**src/rtl/riscv_core_pkg.sv**
```systemverilog
// Shared definitions for the core writeback path: register-file geometry,
// the buffered writeback entry and a destination-decode helper.
package riscv_core_pkg;

  localparam int NUM_REGS = 32;
  localparam int REG_AW   = 5;
  localparam int XLEN     = 32;

  // One buffered writeback: destination register and the value to write.
  typedef struct packed {
    logic [REG_AW-1:0] rd;
    logic [XLEN-1:0]   wd;
  } wb_entry_t;

  // Decode a destination into a one-hot register mask; x0 never appears.
  function automatic logic [NUM_REGS-1:0] rd_onehot(input logic [REG_AW-1:0] rd);
    logic [NUM_REGS-1:0] v;
    v     = '0;
    v[rd] = 1'b1;
    v[0]  = 1'b0;
    return v;
  endfunction

endpackage

```
**src/rtl/riscv_core_wb_fifo.sv**
```systemverilog
// Small result FIFO for multi-cycle MUL/DIV writebacks.
// Pointers carry one extra wrap bit so full and empty are distinguishable
// without an occupancy counter. Storage is not reset; only the pointers are.
module riscv_core_wb_fifo
  import riscv_core_pkg::*;
#(
  parameter int DEPTH = 2
) (
  input  logic      i_clk,
  input  logic      i_rst_n,
  input  logic      i_push,
  input  wb_entry_t i_entry,
  input  logic      i_pop,
  output logic      o_full,
  output logic      o_empty,
  output wb_entry_t o_head
);

  localparam int AW = $clog2(DEPTH);

  wb_entry_t     r_mem [DEPTH];
  logic [AW:0]   r_wr_ptr;
  logic [AW:0]   r_rd_ptr;
  logic          w_push;
  logic          w_pop;

  assign o_empty = (r_wr_ptr == r_rd_ptr);
  assign o_full  = (r_wr_ptr[AW] != r_rd_ptr[AW]) &&
                   (r_wr_ptr[AW-1:0] == r_rd_ptr[AW-1:0]);

  // A full FIFO refuses pushes outright, even if it pops this cycle.
  assign w_push = i_push & ~o_full;
  assign w_pop  = i_pop  & ~o_empty;

  assign o_head = r_mem[r_rd_ptr[AW-1:0]];

  // Pointer update; both wrap naturally modulo 2*DEPTH.
  always_ff @(posedge i_clk or negedge i_rst_n) begin
    if (!i_rst_n) begin
      r_wr_ptr <= '0;
      r_rd_ptr <= '0;
    end else begin
      if (w_push) r_wr_ptr <= r_wr_ptr + 1'b1;
      if (w_pop)  r_rd_ptr <= r_rd_ptr + 1'b1;
    end
  end

  // Entry storage written at the write pointer.
  always_ff @(posedge i_clk) begin
    if (w_push) r_mem[r_wr_ptr[AW-1:0]] <= i_entry;
  end

endmodule

```
**src/rtl/riscv_core_wb_arb.sv**
```systemverilog
// Register-file writeback arbiter. The pipeline port has absolute priority
// and is forwarded combinationally; MUL/DIV results queue in a small FIFO
// and drain whenever the pipeline port is idle.
// Optional scoreboard of outstanding MDU destinations is built when macro
// RISCV_WB_SCOREBOARD_EN is defined; otherwise o_wb_pending is tied to 0.
module riscv_core_wb_arb
  import riscv_core_pkg::*;
#(
  parameter int DEPTH = 2
) (
  input  logic        i_wb_clk,
  input  logic        i_wb_rst_n,
  input  logic        i_wb_pipe_we,
  input  logic [4:0]  i_wb_pipe_rd,
  input  logic [31:0] i_wb_pipe_wd,
  input  logic        i_wb_mdu_valid,
  input  logic [4:0]  i_wb_mdu_rd,
  input  logic [31:0] i_wb_mdu_wd,
  output logic        o_wb_mdu_ready,
  input  logic        i_wb_issue_valid,
  input  logic [4:0]  i_wb_issue_rd,
  output logic [31:0] o_wb_pending,
  output logic        o_wb_rf_we3,
  output logic [4:0]  o_wb_rf_a3,
  output logic [31:0] o_wb_rf_wd3
);

  logic      w_pipe_act;
  logic      w_fifo_full;
  logic      w_fifo_empty;
  logic      w_push;
  logic      w_pop;
  wb_entry_t w_push_entry;
  wb_entry_t w_head;

  // Writes to x0 from the pipeline are no-ops and leave the slot to the FIFO.
  assign w_pipe_act = i_wb_pipe_we & (i_wb_pipe_rd != 5'd0);

  assign o_wb_mdu_ready  = ~w_fifo_full;
  assign w_push          = i_wb_mdu_valid & ~w_fifo_full;
  assign w_pop           = ~w_pipe_act & ~w_fifo_empty;
  assign w_push_entry.rd = i_wb_mdu_rd;
  assign w_push_entry.wd = i_wb_mdu_wd;

  riscv_core_wb_fifo #(
    .DEPTH (DEPTH)
  ) u_fifo (
    .i_clk   (i_wb_clk),
    .i_rst_n (i_wb_rst_n),
    .i_push  (w_push),
    .i_entry (w_push_entry),
    .i_pop   (w_pop),
    .o_full  (w_fifo_full),
    .o_empty (w_fifo_empty),
    .o_head  (w_head)
  );

  // Write-port mux: pipeline first, then FIFO head; an x0 head is popped silently.
  always_comb begin
    o_wb_rf_we3 = 1'b0;
    o_wb_rf_a3  = 5'd0;
    o_wb_rf_wd3 = 32'd0;
    if (w_pipe_act) begin
      o_wb_rf_we3 = 1'b1;
      o_wb_rf_a3  = i_wb_pipe_rd;
      o_wb_rf_wd3 = i_wb_pipe_wd;
    end else if (!w_fifo_empty && (w_head.rd != 5'd0)) begin
      o_wb_rf_we3 = 1'b1;
      o_wb_rf_a3  = w_head.rd;
      o_wb_rf_wd3 = w_head.wd;
    end
  end

`ifdef RISCV_WB_SCOREBOARD_EN
  logic [NUM_REGS-1:0] r_pending;
  logic [NUM_REGS-1:0] w_pend_set;
  logic [NUM_REGS-1:0] w_pend_clr;

  // Set on issue, clear on pop of a matching entry; x0 is masked by the decoder.
  always_comb begin
    w_pend_set = '0;
    w_pend_clr = '0;
    if (i_wb_issue_valid) w_pend_set = rd_onehot(i_wb_issue_rd);
    if (w_pop)            w_pend_clr = rd_onehot(w_head.rd);
  end

  // Scoreboard register; a same-cycle set overrides the clear.
  always_ff @(posedge i_wb_clk or negedge i_wb_rst_n) begin
    if (!i_wb_rst_n) r_pending <= '0;
    else             r_pending <= (r_pending & ~w_pend_clr) | w_pend_set;
  end

  assign o_wb_pending = r_pending;
`else
  logic w_unused_issue;
  assign w_unused_issue = ^{i_wb_issue_valid, i_wb_issue_rd};
  assign o_wb_pending   = 32'd0;
`endif

endmodule
```
**config.mk**
```make
export PLATFORM = sky130hd
export DESIGN_NAME = riscv_core_wb_arb
export DESIGN_NICKNAME = d
export VERILOG_FILES = /design/src/rtl/riscv_core_pkg.sv /design/src/rtl/riscv_core_wb_fifo.sv /design/src/rtl/riscv_core_wb_arb.sv
export SDC_FILE = /design/constraint.sdc
export NUM_CORES = 1
export LEC_CHECK = 0
export BUFFER_PORTS_ARGS = -buffer_cell sky130_fd_sc_hd__buf_2
export CORE_MARGIN = 4
export CORE_UTILIZATION = 52
export DETAILED_ROUTE_END_ITERATION = 12
export PLACE_DENSITY = 0.86
export SLEW_MARGIN = 20
export SYNTH_ARGS = -nofsm -noshare
export SYNTH_HDL_FRONTEND = slang
export SYNTH_SLANG_ARGS = --single-unit
```
**constraint.sdc**
```tcl
create_clock -name i_wb_clk -period 8.99 [get_ports i_wb_clk]
set_clock_uncertainty 0.1 [all_clocks]
set_input_delay 1.798 -clock i_wb_clk [delete_from_list [all_inputs] [get_ports i_wb_clk]]
set_output_delay 1.798 -clock i_wb_clk [all_outputs]
set_load 0.01 [all_outputs]
```
# --- Yosys cells after proc, flatten, opt, wreduce, memory -nomap -nowiden ---
# Memories as Yosys holds them, arrays and structs flattened.
# Cells that the tools add are included.
classes:
  n_addsub: 2
  eq_ne: 3
  muxes: 8
  n_bitwise: 8
  reduce_logical: 5
ops:
  columns: ["cell", "count"]
  rows:
  - ["2-to-1 mux 32 bit", 2]
  - ["2-to-1 mux 5 bit", 2]
  - ["nonzero test 5 bit", 2]
  - ["bitwise AND 1 bit", 5]
  - ["adder 2 x 1 -> 2 bit (second input constant)", 2]
  - ["2-to-1 mux 1 bit", 4]
  - ["NOT 1 bit", 3]
  - ["== test 2 bit", 1]
  - ["logical AND 1 bit", 2]
  - ["== test 1 bit", 1]
  - ["logical NOT 1 bit", 1]
  - ["!= test 1 bit", 1]
totals:
  ff_bits: 4
  mem_bits_rw: 74
  in_bits: 84
  out_inout_bits: 71
  elab_cells: 29
  mem_count: 1
mem_list:
  columns: ["memory", "words", "width", "read_ports", "rd_ports_with_merged_regs", "wr", "line_no", "text"]
  rows:
  - ["u_fifo.r_mem", 2, 37, 1, 0, 1, "riscv_core_wb_fifo.sv:21", "wb_entry_t r_mem [DEPTH];"]

# --- Longest topological paths before layout ---
# Gate-level depths: netlist (run 1).
depth:
  ltp_word: 7
  depth_mapped: 7
  ltp_nobuf: 4

# --- By module ---
# From an unflattened synthesis (run 1), not the netlist that was laid out.
hier_totals:
  cells_unflattened: 314
  area_unflattened_um2: 4043.9
modules_own_cells:
  columns: ["mod", "instances", "cells_per_inst", "area_per_inst_um2", "seq_area_each_um2"]
  rows:
  - ["riscv_core_wb_fifo", 1, 143, 2961.6, 2322.2]
  - ["riscv_core_wb_arb", 1, 171, 1082.3, 0.0]

# --- Worst setup path after synthesis (run 1) ---
# No wires, ideal clock.
synth_timing:
  path_type: "input port to output port"
  from: "input i_wb_pipe_rd[1]"
  to: "output o_wb_rf_a3[0]"
  arrival_time_ns: 3.182
  slack_ns: 3.910
  stages: 5
  n_path_buf: 2
  path_cell_list: "or4_1 o21a_1 clkbuf_1 buf_2 o31ai_1"
synth_via:
  elab_chain_len: 3
synth_rtl:
  columns: ["element", "line_no", "text"]
  rows:
  - ["start: declaration", "riscv_core_wb_arb.sv:14", "input logic [4:0] i_wb_pipe_rd,"]
  - ["nonzero test 5 bit", "riscv_core_wb_arb.sv:37", "assign w_pipe_act = i_wb_pipe_we & (i_wb_pipe_rd != 5'd0);"]
  - ["bitwise AND 1 bit", "riscv_core_wb_arb.sv:37", null]
  - ["2-to-1 mux 5 bit", "riscv_core_wb_arb.sv:63", "if (w_pipe_act) begin"]
  - ["end: declaration", "riscv_core_wb_arb.sv:24", "output logic [4:0] o_wb_rf_a3,"]
# Every way passes these cells.

# --- Final worst setup path (run 1) ---
layout_timing:
  from: "input i_wb_pipe_rd[1]"
  to: "output o_wb_rf_a3[4]"
# The elaborated chain is that of the path after synthesis.

==> flow_metrics.tcl, run 1 <==
set metrics [dict create \
    grt_overflow_total 0 \
    endpoint_kind "output pin" \
    yosysWarnings 0 \
    gp_routability_congestion 0.829 \
    clk_pin_slew_ps 70 \
    synth_top_family_by_area "compound AO/OA/AOI/OAI gates" \
    drcViolationCount 0 \
    cts.sinks 78 \
    startpoint_type "primary input" \
    tightestPinTransition_ps 985 \
    h-tree-depth 3 \
    synth.area.mux_share_pct 9.86 \
    synth_area_um2 3760 \
    finalSetupTns_ps 0 \
    path_class "in -> out" \
    synthXorXnorAreaFrac_pct 1.60 \
    crit_chain "buf_2, or4_1, o21a_4, or2_1, o21ai_1, buf_2" \
    hold_viol 0 \
    path_common_cell "buf_2" \
    cts_tree "done" \
    ys_seq_area_share_pct 61.8 \
    finalSetupViolCount 0 \
    drtAntennaViolNets 0 \
    final_core_util_pct 64.8 \
    insertion_delay_ps 340 \
    multiInputGateArea_um2 1230 \
    relSlewSlack_pct 34.3 \
    fmax_mhz 182 \
    wl_per_cell_um 14.9 \
    critPathArrivalTime_ps 3600 \
    antenna_found_initial 0 \
    fill_cells 536 \
    period_share_pct 61.1 \
    ir_drop_uv 194 \
    clockBufferDepth 2 \
    grt_pass1_wl_um 10800 \
    cts-root-buf "clkbuf_8" \
    numCtsBuffers 9 \
    port_buffers 116 \
    die_h_um 93.0 \
    vias 2351 \
    rsz0062_at_grt "false" \
    power_density_nw_per_um2 311 \
    power.leakage_uw 0.00189 \
    place_ws_ps 3480 \
    synth_compound_area_share_pct 11.5 \
    rr_startpoint "u_fifo.r_rd_ptr[0]" \
    status "finished, final reports clean" \
    ys_seq_elements 78 \
    synth-simple-area-share_pct 6.16 \
    synth_cells 260 \
    die_w_um 93.0 \
    final_layout_size_suffix_gt1_share_pct 44.7 \
    cap_viol_max_count 0 \
    dp_hpwl_um 4770 \
    ioPinCount 155 \
    hold_start "u_fifo.r_rd_ptr[1]" \
    regArea_um2 2320 \
    worst_slack_ps 3500 \
    period_needed_ps 5490 \
    finish.net_count 455 \
    postCtsSetupBuffers 0 \
    first_pass_iters 4 \
    syn_area_per_cell_um2 14.5 \
    dieArea_um2 8650 \
    ctsResizeCount 0 \
    drt-total-wl_um 7050 \
    detail_route.vias_per_cell 4.98 \
    start_util_pct 54.4 \
    placed_area_um2 4260 \
    cp_max_fo 70 \
    ys_types 27 \
    synth_fa_ha_area_share_pct 0 \
    slew_violations 0 \
    cts_hold_buf 0 \
    crit_start "i_wb_pipe_rd[1]" \
    grt_pass1_vias 2287 \
    required_ps 7090 \
    coreArea_um2 6910 \
    areaGrowthSynthToFinish_pct 19.2 \
    rows 30 \
    hp-class "reg -> reg" \
    drt_iter0_markers 99 \
    antenna_cells 0 \
    slowest_stage "or4_1" \
    cpPeakStageDelay_ps 530 \
    final_area_um2 4480 \
    grt_use_total_pct 16.5 \
    grt_max_degree 71 \
]
==> layer usage <==
| layer | part of all wire [%] | GRT usage [%] | vias to the layer above | wire (µm) |
|---|---|---|---|---|
| li1 | - | - | 1123 | - |
| met1 | 40 | 20.0 | 1092 | 2860 |
| met2 | 47 | 26.3 | 122 | 3330 |
| met3 | 10 | 6.11 | 14 | 708 |
| met4 | 2.2 | 7.08 | 0 | 156 |
| met5 | 0 | 0 | - | 0 |
==> path summary, 6_finish.rpt <==
kind	end	slack (ps)	cells past startpoint
max	o_wb_rf_a3[4]	3500	6
min	u_fifo.r_rd_ptr[1]	420	1
max reg2reg	u_fifo.r_mem[1][19]	6220	4
min reg2reg	u_fifo.r_rd_ptr[1]	420	1
max in group asynchronous	u_fifo.r_rd_ptr[0]	7510	1
min in group asynchronous	u_fifo.r_wr_ptr[0]	1150	1
==> logic make-up after synthesis <==
group                     Yosys count
DFF                                78
and+or+nand+nor                    51
buffers and inverters              49
AOI/OAI and AO/OA                  38
muxes                              37
xor gates and xnor gates            6
other                               1
==> synthesized netlist by cell type, drive strengths merged <==
library cell,n,share of area [%]
or3,1,0.17
or2,1,0.17
mux2i,37,9.9
and3,1,0.17
o21ai,2,0.27
nor3b,1,0.20
xnor2,3,0.70
nand2b,1,0.17
buf,46,8.7
clkbuf,3,0.30
nor2,1,0.10
o31ai,35,11
dfrtp,4,2.7
edfxtp,74,59
nand2,39,3.9
o21a,1,0.20
conb,1,0.10
nor3,2,0.27
or4,2,0.40
or4b,1,0.27
nor2b,1,0.37
xor2,3,0.90
==> through the flow <==
step | total power [µW] | instances | hold WS, ps
3_5_place_dp | 1150 | 455 | 414
2_1_floorplan | 1010 | 291 | 393
3_3_place_gp | 1130 | 455 | 406
5_1_grt | 1480 | 472 | 438
4_1_cts | 1400 | 471 | 428
6_report | 1390 | 472 | 424
==> layout by cell type (no fill, tap or decap), types with 2 or more instances in the layout <==
| cell | n |
|---|---|
| xor2_1 | 2 |
| nand2_1 | 39 |
| xnor2_1 | 3 |
| buf_2 | 116 |
| clkinvlp_4 | 2 |
| clkinv_1 | 2 |
| o31ai_1 | 5 |
| o31ai_2 | 30 |
| mux2i_1 | 37 |
| clkbuf_8 | 9 |
| conb_1 | 32 |
| nor3_1 | 2 |
| o21ai_1 | 2 |
| or4_1 | 2 |
| dfrtp_1 | 3 |
| edfxtp_1 | 74 |
==> critical path, delay by kind of cell <==
family / cells / cell delay, ps
AO/OA/AOI/OAI: 2 / 630
buffers and inverters: 2 / 250
AND/OR/NAND/NOR: 2 / 910
==> area by class of cell <==
cell class,count,area share (%)
clock inverter,6,1.37
tap,96,2.68
sequential,78,51.9
timing repair buffer,118,13.7
multi-input combinational,164,27.5
clock buffer,10,2.85
==> state kept, by name (all words and copies together), names as in the netlist <==
register         cells
u_fifo.r_mem        74
u_fifo.r_rd_ptr      2
u_fifo.r_wr_ptr      2
==> power by group <==
group	internal, µW	total [µW]	switching, µW
clock network	127	251	124
registers	532	585	52.9
logic	214	558	344
total	873	1390	521
(Power assumes the default switching activity.)
==> run 2: changes to the inputs <==
CORE_UTILIZATION = 48   (was 52)
PLACE_DENSITY = 0.8   (was 0.86)
clock period = 5.71 ns   (was 8.99 ns; I/O delays follow)
==> flow_metrics.tcl, run 2 (synthesis gave the netlist of run 1 again) <==
set metrics [dict create \
    status "finished, final reports clean" \
    grt_pass1_vias 2327 \
    cts_hold_buf 0 \
    slew_violations 0 \
    insertion_delay_ps 330 \
    finish.net_count 456 \
    fill_cells 587 \
    finalSetupTns_ps 0 \
    drt_iter0_markers 112 \
    regArea_um2 2320 \
    path_class "reg -> out" \
    holdPathStages 1 \
    startpoint_type "flip-flop" \
    power.total_uw 2340 \
    antenna_found_initial 0 \
    required_ps 4470 \
    vias 2336 \
    coreArea_um2 7450 \
    drtAntennaViolNets 0 \
    rows 31 \
    power_frac_seq_pct 40.2 \
    cts.sinks 78 \
    r2r_cells 3 \
    die_h_um 96.5 \
    fmax_mhz 225 \
    areaGrowthSynthToFinish_pct 21.4 \
    mostFrequentLayoutCells "buf_2 (116), edfxtp_1 (74), nand2_1 (39), mux2i_1 (37), conb_1 (32)" \
    relSlewSlack_pct 34.8 \
    die_w_um 96.5 \
    dp_hpwl_um 4970 \
    wl_per_cell_um 15.3 \
    ctsResizeCount 0 \
    cts-root-buf "clkbuf_8" \
    grt_use_total_pct 15.9 \
    holdWs_ps 425 \
    largest_register_ffs 74 \
    antenna_cells 0 \
    period_needed_ps 4440 \
    postCtsSetupBuffers 0 \
    layout_commonest_cell "buf_2" \
    clockBufferDepth 2 \
    hold_viol 0 \
    critPathArrivalTime_ps 3200 \
    p_clk_share_pct 23.0 \
    start_util_pct 50.5 \
    finalSetupViolCount 0 \
    swShare_pct 35.3 \
    power_density_nw_per_um2 512 \
    dieArea_um2 9310 \
    final_core_util_pct 61.3 \
    gp_routability_congestion 0.801 \
    drcViolationCount 0 \
    grt_overflow_total 0 \
    switching_power_uw 824 \
    numCtsBuffers 9 \
    endpoint_kind "output pin" \
    ioPinCount 155 \
    final_layout_size_suffix_gt1_share_pct 45.6 \
    grt_pass1_wl_um 11000 \
    h-tree-depth 3 \
    p_comb_share_pct 36.8 \
    rsz0062_at_grt "false" \
    cts_tree "done" \
    tightestPinTransition_ps 979 \
    power.internal_uw 1510 \
    port_buffers 116 \
    grt_max_degree 46 \
    detail_route.vias_per_cell 4.91 \
    multiInputGateArea_um2 1220 \
    ir_drop_uv 285 \
    clk_pin_slew_ps 80 \
    hp-class "reg -> reg" \
    cap_viol_max_count 0 \
    cp_max_fo 33 \
    drt-total-wl_um 7280 \
    first_pass_iters 4 \
    period_share_pct 77.8 \
    power.leakage_uw 0.00193 \
]
[run 2: layer usage]
metal | up-vias | wire [µm] | global-route usage (%)
li1 | 1124 | - | -
met1 | 1088 | 2780 | 17.5
met2 | 117 | 3700 | 28.7
met3 | 7 | 737 | 5.58
met4 | 0 | 65 | 4.67
met5 | - | 0 | 0
[run 2: cell type report]
type | instances | area share [%]
clock buffers | 9 | 2.71
well taps | 99 | 2.71
repair buffers | 119 | 13.7
clock inverters | 7 | 3.18
multi-input cells | 164 | 26.8
flip-flops and latches | 78 | 50.9
[run 2: final timing paths]
| kind | start | end | slack (ps) |
|---|---|---|---|
| min | u_fifo.r_rd_ptr[1] | u_fifo.r_rd_ptr[1] | 420 |
| max reg2reg | u_fifo.r_rd_ptr[0] | u_fifo.r_mem[1][34] | 3160 |
| min reg2reg | u_fifo.r_rd_ptr[1] | u_fifo.r_rd_ptr[1] | 420 |
| max in group asynchronous | i_wb_rst_n | u_fifo.r_rd_ptr[0] | 4890 |
| min in group asynchronous | i_wb_rst_n | u_fifo.r_wr_ptr[0] | 490 |
| max | u_fifo.r_rd_ptr[0] | o_wb_rf_wd3[31] | 1270 |
[run 2: worst max-delay path, cell delays in order, from the launching register on]
cell,delay (ps)
dfrtp_2,920
buf_4,410
nor3_1,80
or3_2,840
o31ai_1,410
buf_2,200
[run 2: power groups by stage]
stage                     sequential [µW]  clock (µW)  combinational, µW
after global placement                947           0                835
after floorplan                       893           0                702
after CTS                             947         548                856
final                                 940         536                860
after global routing                  958         575                944
after detailed placement              958           0                852
[run 2: through the flow]
stage	cell area [µm²]	setup WS, ps	instances
2_1_floorplan	3870	1940	291
3_3_place_gp	4270	1440	459
3_5_place_dp	4270	1360	459
4_1_cts	4540	1230	475
5_1_grt	4560	1090	476
6_report	4560	1270	476
